File: src/rtl/mem_test_seq.sv
// Memory write/read-back tester: writes DEPTH pattern words, reads them back in order and counts mismatches.
// Optional first-error capture outputs are enabled by defining MEM_TEST_ERR_CAPTURE_EN.
module mem_test_seq #(
  parameter int unsigned       WIDTH   = 32,
  parameter int unsigned       ADDR_W  = 16,
  parameter int unsigned       DEPTH   = 256,
  parameter logic [WIDTH-1:0]  SEED    = '0,
  parameter int unsigned       MAX_OUT = 4,
  parameter int unsigned       TIMEOUT = 1024
) (
  input  logic              clk,
  input  logic              rst_n,
  input  logic              start,
  output logic              req_valid,
  input  logic              req_ready,
  output logic              req_we,
  output logic [ADDR_W-1:0] req_addr,
  output logic [WIDTH-1:0]  req_wdata,
  input  logic              rsp_valid,
  input  logic [WIDTH-1:0]  rsp_rdata,
  output logic              busy,
  output logic              done,
  output logic              pass,
  output logic              timeout,
  output logic [WIDTH-1:0]  err_cnt
`ifdef MEM_TEST_ERR_CAPTURE_EN
  ,
  output logic [ADDR_W-1:0] first_err_addr,
  output logic [WIDTH-1:0]  first_err_data,
  output logic              first_err_vld
`endif
);

  localparam int unsigned CNT_W = $clog2(DEPTH + 1);
  localparam int unsigned OUT_W = $clog2(MAX_OUT + 1);
  localparam int unsigned TMR_W = $clog2(TIMEOUT + 1);

  localparam logic [CNT_W-1:0] DEPTH_C  = CNT_W'(DEPTH);
  localparam logic [CNT_W-1:0] LAST_C   = CNT_W'(DEPTH - 1);
  localparam logic [OUT_W-1:0] OUT_MAX  = OUT_W'(MAX_OUT);
  localparam logic [TMR_W-1:0] TMR_LAST = TMR_W'(TIMEOUT - 1);

  localparam logic [1:0] S_IDLE  = 2'd0;
  localparam logic [1:0] S_WRITE = 2'd1;
  localparam logic [1:0] S_READ  = 2'd2;
  localparam logic [1:0] S_DONE  = 2'd3;

  logic [1:0]       r_rst_sync;
  logic             w_rst_n;
  logic             r_start_meta;
  logic             r_start_sync;
  logic             r_start_prev;
  logic [1:0]       r_state;
  logic [CNT_W-1:0] r_idx;
  logic [CNT_W-1:0] r_rsp_idx;
  logic [OUT_W-1:0] r_out;
  logic [TMR_W-1:0] r_timer;
  logic [WIDTH-1:0] r_err;
  logic             r_timeout;

  logic             w_wr;
  logic             w_rd_issue;
  logic             w_req_fire;
  logic             w_rsp_ok;
  logic             w_mis;
  logic             w_err_inc;
  logic             w_start_edge;
  logic             w_to_write;
  logic [WIDTH-1:0] w_exp;

  // Reset asserts asynchronously and releases two clocks later, so every other flop sees a clean release.
  always_ff @(posedge clk or negedge rst_n) begin
    if (!rst_n) r_rst_sync <= 2'b00;
    else        r_rst_sync <= {r_rst_sync[0], 1'b1};
  end
  assign w_rst_n = r_rst_sync[1];

  always_ff @(posedge clk or negedge w_rst_n) begin
    if (!w_rst_n) begin
      r_start_meta <= 1'b0;
      r_start_sync <= 1'b0;
      r_start_prev <= 1'b0;
    end else begin
      r_start_meta <= start;
      r_start_sync <= r_start_meta;
      r_start_prev <= r_start_sync;
    end
  end

  assign w_start_edge = r_start_sync & ~r_start_prev;
  assign w_to_write   = w_start_edge && (r_state == S_IDLE || r_state == S_DONE);

  assign w_wr       = (r_state == S_WRITE);
  assign w_rd_issue = (r_state == S_READ) && (r_idx != DEPTH_C) && (r_out != OUT_MAX);
  assign req_valid  = w_wr | w_rd_issue;
  assign req_we     = w_wr;
  assign req_addr   = req_valid ? ADDR_W'(r_idx) : '0;
  assign req_wdata  = w_wr ? (SEED + WIDTH'(r_idx)) : '0;
  assign w_req_fire = req_valid & req_ready;

  // Responses with nothing outstanding, or outside READ, are strays: counted as errors, never compared.
  assign w_exp      = SEED + WIDTH'(r_rsp_idx);
  assign w_rsp_ok   = rsp_valid && (r_state == S_READ) && (r_out != '0);
  assign w_mis      = w_rsp_ok && (rsp_rdata != w_exp);
  assign w_err_inc  = w_mis || (rsp_valid && !w_rsp_ok);

  always_ff @(posedge clk or negedge w_rst_n) begin
    if (!w_rst_n) begin
      r_state   <= S_IDLE;
      r_idx     <= '0;
      r_rsp_idx <= '0;
      r_out     <= '0;
      r_timer   <= '0;
      r_err     <= '0;
      r_timeout <= 1'b0;
    end else if (w_to_write) begin
      r_state   <= S_WRITE;
      r_idx     <= '0;
      r_rsp_idx <= '0;
      r_out     <= '0;
      r_timer   <= '0;
      r_err     <= '0;
      r_timeout <= 1'b0;
    end else begin
      if (w_err_inc && (r_err != '1)) r_err <= r_err + 1'b1;
      case (r_state)
        S_WRITE: begin
          if (w_req_fire) begin
            if (r_idx == LAST_C) begin
              r_state <= S_READ;
              r_idx   <= '0;
            end else begin
              r_idx <= r_idx + 1'b1;
            end
          end
        end
        S_READ: begin
          if (w_req_fire) r_idx <= r_idx + 1'b1;
          if (w_rsp_ok)   r_rsp_idx <= r_rsp_idx + 1'b1;
          r_out <= r_out + OUT_W'(w_req_fire) - OUT_W'(w_rsp_ok);
          if (rsp_valid)         r_timer <= '0;
          else if (r_out != '0)  r_timer <= r_timer + 1'b1;
          if (w_rsp_ok && (r_rsp_idx == LAST_C)) begin
            r_state <= S_DONE;
          end else if (!rsp_valid && (r_out != '0) && (r_timer == TMR_LAST)) begin
            r_timeout <= 1'b1;
            r_state   <= S_DONE;
          end
        end
        default: ;
      endcase
    end
  end

  assign busy    = (r_state == S_WRITE) || (r_state == S_READ);
  assign done    = (r_state == S_DONE);
  assign pass    = done && (r_err == '0) && !r_timeout;
  assign timeout = r_timeout;
  assign err_cnt = r_err;

`ifdef MEM_TEST_ERR_CAPTURE_EN
  logic [ADDR_W-1:0] r_fe_addr;
  logic [WIDTH-1:0]  r_fe_data;
  logic              r_fe_vld;

  always_ff @(posedge clk or negedge w_rst_n) begin
    if (!w_rst_n) begin
      r_fe_addr <= '0;
      r_fe_data <= '0;
      r_fe_vld  <= 1'b0;
    end else if (w_to_write) begin
      r_fe_addr <= '0;
      r_fe_data <= '0;
      r_fe_vld  <= 1'b0;
    end else if (w_mis && !r_fe_vld) begin
      r_fe_addr <= ADDR_W'(r_rsp_idx);
      r_fe_data <= rsp_rdata;
      r_fe_vld  <= 1'b1;
    end
  end

  assign first_err_addr = r_fe_addr;
  assign first_err_data = r_fe_data;
  assign first_err_vld  = r_fe_vld;
`endif

endmodule

File: config.mk
export PLATFORM = sky130hd
export DESIGN_NAME = mem_test_seq
export DESIGN_NICKNAME = d
export VERILOG_FILES = /design/src/rtl/mem_test_seq.sv
export SDC_FILE = /design/constraint.sdc
export NUM_CORES = 1
export LEC_CHECK = 0
export CAP_MARGIN = 20
export CORE_UTILIZATION = 44
export DETAILED_ROUTE_END_ITERATION = 10
export MAX_ROUTING_LAYER = met4
export PLACE_DENSITY_LB_ADDON = 0.1
export RECOVER_POWER = 100
export SYNTH_ARGS = -nofsm -noshare
export SYNTH_HDL_FRONTEND = slang
export SYNTH_SLANG_ARGS = --single-unit
File: constraint.sdc
create_clock -name clk -period 2.15 [get_ports clk]
set_input_delay 0.645 -clock clk [delete_from_list [all_inputs] [get_ports clk]]
set_output_delay 0.645 -clock clk [all_outputs]
set_load 0.01 [all_outputs]
==> results.py, run 1 <==
metrics = {
    "run_status": {
        "status": "finished, violations left",
        "violations": "setup timing",
    },
    "critical_path": {
        "path_class": "reg -> out",
        "crit_buf_inv": 4,
        "crit_fanout": 6,
        "worst_setup_path_end_kind": "output port",
        "path_delay_family": "buffers and inverters",
        "cpMaxStageDelayCell": "dfrtp_1",
        "r2r-end": "r_out[2]$_DFFE_PN0P_",
        "r2r_setup_slack_ps": -430,
        "worstPathRequired_ps": 1500,
        "critPathLaunchType": "flop",
        "cp.arrival_ps": 1970,
        "r2r-start": "r_idx[1]$_DFFE_PN0P_",
        "cp_cell_sequence": "inv_2 > ha_4 > nor4bb_4 > a221oi_2 > buf_4 > nor2_4 > buf_6 > nor2b_1 > buf_2",
        "reg2reg_depth": 15,
        "slowest_delay_ps": 370,
    },
    "cells_and_area": {
        "fin_nets": 774,
        "syn2layout_area_growth_pct": 65.8,
        "diodes": 0,
        "layout_commonest_cell": "buf_4",
        "finalNonFillerCells": 860,
        "register_area_mm2": 0.00180,
        "multi_input_area_mm2": 0.00296,
        "drive_gt1_share_pct": 38.1,
        "nFillCells": 704,
        "mostFrequentLayoutCells": "buf_4, dfrtp_1, clkdlybuf4s50_1",
    },
    "sta": {
        "rsz0062_at_grt": "yes",
        "finalCritPeriodShare_pct": 122,
        "fin_setup_tns_ps": -13520,
        "drv_slew": 0,
        "max_freq_ghz": 0.382,
        "hold_viol_final": 0,
        "finalWorstSetupSlack_ps": -466,
        "finClkSkew_ps": 15.9,
        "worst_slew_pin_slew_ps": 952,
        "relSlewSlack_pct": 36.6,
        "setup_viol": 60,
        "period_needed_ps": 2620,
        "hold_ws_ps": 351,
    },
    "yosys": {
        "synth-seq-area-share_pct": 40.7,
        "netlist_instances": 496,
        "yosysUniqueCellTypes": 51,
        "ys_seq_elements": 72,
        "syn_area_mm2": 0.00443,
        "yosysWarnings": 0,
        "syn_avg_cell_area_um2": 8.92,
    },
    "global_routing": {
        "grt_start_max_net_pins": 50,
        "grt.total_usage_pct": 27.0,
        "grt-ovfl-total": 0,
        "grt_pass1_vias": 4310,
        "antenna_found_initial": 0,
        "grt_pass1_wl_um": 21200,
    },
    "route": {
        "totalWireLength_um": 14300,
        "dr.pass1.iters": 5,
        "vias": 4583,
        "avgViaCountPerCell": 5.33,
        "drc_errors": 0,
        "wire_per_inst_um": 16.7,
        "drt_iter0_drc": 279,
        "ant_nets": 0,
    },
    "cts": {
        "numCtsBuffers": 9,
        "cts.path.max_buffers": 2,
        "cts_tree": "built",
        "h-tree-depth": 3,
        "clock_latency_ps": 350,
        "cts_root_buf": "clkbuf_8",
        "clkTransAtPathRegs_ps": 80,
        "hold_buffers": 0,
        "cts.sinks": 72,
    },
    "worst_hold_path": {
        "worstHoldEndpoint": "r_start_sync$_DFF_PN0_",
        "worstHoldStart": "r_start_meta$_DFF_PN0_",
        "hp-class": "reg -> reg",
        "hold_depth": 0,
    },
    "die": {
        "design.core.area_mm2": 0.00977,
        "die_height_um": 102,
        "io_pins": 123,
        "rows": 36,
        "die_w_um": 102,
        "start_util_pct": 45.3,
        "die-area_mm2": 0.0105,
    },
    "placed_design": {
        "port_buffers": 92,
        "dp.cells": 806,
        "place.gp.congestion": 0.863,
        "pre_cts_slack_ps": -573,
        "dp_hpwl_um": 8920,
    },
    "power_and_ir_drop": {
        "p_seq_share_pct": 26.0,
        "switching_share_pct": 36.1,
        "power_mw": 6.60,
        "leakage_nw": 3.35,
        "clockPowerShare_pct": 20.6,
        "p_switching_mw": 2.38,
        "internal_power_mw": 4.22,
        "p_per_area_mw_per_mm2": 899,
        "ir_drop_mv": 0.726,
        "combPwrFrac_pct": 53.4,
    },
    "run": {
        "maxCapViolations": 0,
    },
}
## sequential cells by signal (all words and copies together) (netlist names)
name,cells
r_start_meta,1
r_timer,11
r_start_sync,1
r_idx,9
err_cnt,32
r_start_prev,1
timeout,1
r_rst_sync,2
r_rsp_idx,9
r_out,3
r_state,2
## layer usage
metal / GRT usage [%] / part of all wire (%)
met1: 36.3 / 44
met2: 42.7 / 50
met3: 3.35 / 4.9
met4: 7.69 / 1.6
met5: - / 0
## power groups by stage
stage	Combinational (mW)	Clock [mW]	Sequential [mW]
2_1_floorplan	1.20	0	1.83
5_1_grt	3.79	1.44	1.74
3_3_place_gp	2.48	0	1.71
6_report	3.53	1.36	1.72
3_5_place_dp	2.56	0	1.72
4_1_cts	3.12	1.37	1.71
## cell families after synthesis
family                   after synthesis  synth area share, %
buffers and inverters                 68                 8.39
other                                  2                0.170
AND/OR/NAND/NOR                      223                 26.3
XOR/XNOR                              40                 7.91
AO/OA/AOI/OAI                         68                 10.3
multiplexers                           8                 1.81
adder cells (fa/ha/maj)               15                 4.41
flip-flops                            72                 40.7
## Yosys cell counts (all sizes together)
library cell / instances / area, µm²
or4: 5 / 37.5
nor3: 17 / 85.1
or3b: 1 / 8.76
nor4: 19 / 140
nor4bb: 2 / 20.0
dfrtp: 72 / 1800
and3: 8 / 50.1
a21oi: 26 / 130
a21o: 10 / 75.1
clkbuf: 9 / 35.0
and2: 10 / 62.6
nand3b: 1 / 7.51
a31oi: 2 / 12.5
fa: 1 / 20.0
a41oi: 1 / 8.76
a21boi: 1 / 7.51
nor4b: 1 / 8.76
nand2: 33 / 124
a32oi: 1 / 8.76
a31o: 2 / 17.5
buf: 35 / 246
conb: 2 / 7.51
o41ai: 1 / 27.5
nor2b: 7 / 43.8
inv: 23 / 86.3
o31ai: 4 / 40.0
clkinv: 1 / 3.75
and4: 1 / 8.76
a22oi: 3 / 22.5
a41o: 1 / 10.0
a211oi: 5 / 37.5
nor3b: 3 / 22.5
xor2: 12 / 105
nand3: 23 / 115
nand4: 18 / 119
ha: 14 / 175
xnor2: 28 / 245
nand2b: 6 / 37.5
or3: 7 / 43.8
mux2i: 8 / 80.1
nor2: 61 / 229
o21ai: 10 / 50.0
a221oi: 1 / 8.76
## worst reg2reg max path, cell delays in order, from the launching register on
cell      delay (ps)
dfrtp_1          390
inv_2             80
ha_4             130
nor4bb_4         200
a221oi_2         120
buf_4            160
o21ai_4          190
ha_4             220
inv_2             60
ha_4             120
inv_2             30
fa_2             330
xnor2_1          130
nor2_1           110
xnor2_1          140
nor2_1            60
## through the flow
stage,area (µm²),util [%]
final,7340,75.1
after global routing,7340,75.1
after CTS,6970,71.3
after detailed placement,6230,63.7
after global placement,6230,63.7
after floorplan,4640,-
## repair_timing
item                                    in CTS  in global routing
setup buffers                               20                 20
cloned                                       4                  1
endpoints found under the setup margin      58                 72
gates resized for setup                    176                 72
pin swaps                                   51                 37
## cell type report
cell class,count,share of cell area [%]
multi-input cells,386,40.4
repair buffers,229,28.0
flip-flops and latches,72,24.6
well taps,133,2.27
clock buffers,11,2.06
clock inverters,5,1.40
inverters,24,1.33
## worst max path at each step
| stage | startpoint | to | cells past startpoint |
|---|---|---|---|
| finish | r_idx[1]$_DFFE_PN0P_ | req_addr[2] | 9 |
| global route | r_idx[1]$_DFFE_PN0P_ | r_out[2]$_DFFE_PN0P_ | 15 |
| CTS | r_idx[1]$_DFFE_PN0P_ | req_addr[6] | 9 |
| detailed placement | r_idx[0]$_DFFE_PN0P_ | r_out[2]$_DFFE_PN0P_ | 14 |
| global placement | rsp_rdata[4] | err_cnt[30]$_DFFE_PN0P_ | 8 |
| floorplan | r_state[0]$_DFFE_PN0P_ | r_out[2]$_DFFE_PN0P_ | 16 |
Note: power is estimated with default switching activity, not from simulation.
==> inputs of run 2 (changes only) <==
--- a/config.mk
+++ b/config.mk
@@ -6,6 +6,7 @@
 export NUM_CORES = 1
 export LEC_CHECK = 0
 export CAP_MARGIN = 20
+export CORE_MARGIN = 8
 export CORE_UTILIZATION = 44
 export DETAILED_ROUTE_END_ITERATION = 10
 export MAX_ROUTING_LAYER = met4
==> run 2 against run 1 <==
Net effect: the run still ends with setup timing left; clock skew fell by 5.2 ps; worst hold slack improved by 5.7 ps; sequential share of layout area increased by 0.81 points; sequential power barely moved; worst setup slack better by 35 ps; combinational power shrank 8.8%; global-route usage down 5.4 points; critical path depth down 1; core utilization down 2.4 points; fmax is 1.4% higher; die area up 29%.
==> results.py, run 2 (synthesis gave the netlist of run 1 again) <==
metrics = {
    "run_status": {
        "status": "finished, violations left",
        "violations": "setup timing",
    },
    "cells_and_area": {
        "mostFrequentLayoutCells": "buf_4, dfrtp_1, clkdlybuf4s50_1",
        "utilization_pct": 72.7,
        "diodes": 0,
        "syn2layout_area_growth_pct": 60.5,
        "largest_register_ffs": 32,
        "nFillCells": 714,
        "final_area_mm2": 0.00711,
        "fin_nets": 763,
        "drive_gt1_share_pct": 32.8,
        "layout_commonest_cell": "buf_4",
        "finalNonFillerCells": 849,
    },
    "die": {
        "io_pins": 123,
        "design.core.area_mm2": 0.00977,
        "die-area_mm2": 0.0135,
        "start_util_pct": 45.3,
        "rows": 36,
        "die_w_um": 116,
        "die_height_um": 116,
    },
    "placed_design": {
        "dp_hpwl_um": 9710,
        "port_buffers": 92,
        "postPlaceCellArea_mm2": 0.00623,
        "dp.cells": 807,
        "pre_cts_slack_ps": -554,
        "place.gp.congestion": 0.819,
    },
    "route": {
        "vias": 4482,
        "avgViaCountPerCell": 5.28,
        "ant_nets": 0,
        "totalWireLength_um": 14300,
        "wire_per_inst_um": 16.8,
        "drc_errors": 0,
        "dr.pass1.iters": 4,
        "drt_iter0_drc": 255,
    },
    "global_routing": {
        "grt_start_max_net_pins": 32,
        "antenna_found_initial": 0,
        "grt-ovfl-total": 0,
        "grt_pass1_wl_um": 22300,
        "grt_pass1_vias": 4447,
        "grt.total_usage_pct": 21.6,
    },
    "critical_path": {
        "path_class": "reg -> out",
        "worst_setup_path_end_kind": "output port",
        "cp_cell_sequence": "inv_2 > ha_4 > nor4bb_4 > a221oi_2 > buf_4 > nor2_4 > nor2b_1 > buf_2",
        "reg2reg_depth": 15,
        "r2r-start": "r_idx[1]$_DFFE_PN0P_",
        "cpMaxStageDelayCell": "dfrtp_1",
        "worstPathRequired_ps": 1500,
        "crit_fanout": 5,
        "r2r_setup_slack_ps": -410,
        "cp.arrival_ps": 1940,
        "slowest_delay_ps": 380,
        "critPathLaunchType": "flop",
        "startpoint": "r_idx[1]$_DFFE_PN0P_",
    },
    "power_and_ir_drop": {
        "leakage_nw": 3.19,
        "power_mw": 6.19,
        "ir_drop_mv": 0.792,
        "p_per_area_mw_per_mm2": 872,
    },
    "sta": {
        "max_freq_ghz": 0.387,
        "hold_viol_final": 0,
        "fin_setup_tns_ps": -14640,
        "finalCritPeriodShare_pct": 120,
        "setup_viol": 56,
        "finalWorstSetupSlack_ps": -431,
        "relSlewSlack_pct": 36.2,
        "hold_ws_ps": 357,
        "worst_slew_pin_slew_ps": 956,
        "rsz0062_at_grt": "yes",
        "period_needed_ps": 2580,
        "drv_slew": 0,
        "finClkSkew_ps": 10.7,
    },
    "cts": {
        "cts.path.max_buffers": 2,
        "clock_latency_ps": 360,
        "cts_root_buf": "clkbuf_8",
        "h-tree-depth": 3,
        "cts.sinks": 72,
        "hold_buffers": 0,
        "clkTransAtPathRegs_ps": 80,
        "numCtsBuffers": 9,
        "cts_tree": "built",
    },
    "worst_hold_path": {
        "hold_depth": 0,
        "worstHoldStart": "r_rst_sync[0]$_DFF_PN0_",
        "hp-class": "reg -> reg",
    },
    "run": {
        "maxCapViolations": 0,
    },
}
==> run 2: changes by cell type in the layout (fill, tap and decap cells not counted), moves of 3 or more <==
cell / change
a21oi_2: -7
clkbuf_1: +15
clkbuf_2: +8
buf_4: -27
dlygate4sd3_1: +3
a21oi_1: +8
buf_6: -8
dlymetal6s2s_1: -3
nor4_2: -4
dlygate4sd2_1: -3
==> run 2: where the power goes <==
part           leakage (nW)  internal [mW]  switching, mW
Combinational          2.11           1.64           1.59
Clock                 0.113          0.720          0.543
Sequential            0.969           1.54          0.163
==> run 2: repair_timing <==
action                     4_1_cts  5_1_grt
resized for setup              166       50
gates cloned                     4        0
buffers inserted                18       11
pin swaps                       49       32
setup endpoints to repair       58       69
==> run 2: worst paths after layout <==
check | end
hold reg to reg | r_rst_sync[1]$_DFF_PN0_
min in group asynchronous | err_cnt[24]$_DFFE_PN0P_
hold / removal | r_rst_sync[1]$_DFF_PN0_
max in group asynchronous | err_cnt[0]$_DFFE_PN0P_
setup reg to reg | r_out[2]$_DFFE_PN0P_
setup / recovery | req_addr[7]
==> run 2: metal layers <==
metal	wire (µm)	global-route usage (%)
met1	6050	26.2
met2	7190	35.4
met3	914	4.19
met4	139	6.91
met5	0	-
==> run 2: worst max-delay path, delay by kind of cell (launching register included) <==
kind | cells | cell delay, ps
adder cells (fa/ha/maj) | 1 | 150
flip-flops | 1 | 380
AND/OR/NAND/NOR | 3 | 320
buffers and inverters | 3 | 420
AO/OA/AOI/OAI | 1 | 290
==> run 2: area by class of cell <==
| class | count | area [µm²] | share of cell area, % |
|---|---|---|---|
| Tap cell | 133 | 166 | 2.34 |
| Clock inverter | 4 | 76.3 | 1.07 |
| Timing Repair Buffer | 217 | 1870 | 26.4 |
| Sequential cell | 72 | 1800 | 25.4 |
| Inverter | 24 | 97.6 | 1.37 |
| Multi-Input combinational cell | 387 | 2930 | 41.3 |
| Clock buffer | 12 | 155 | 2.18 |
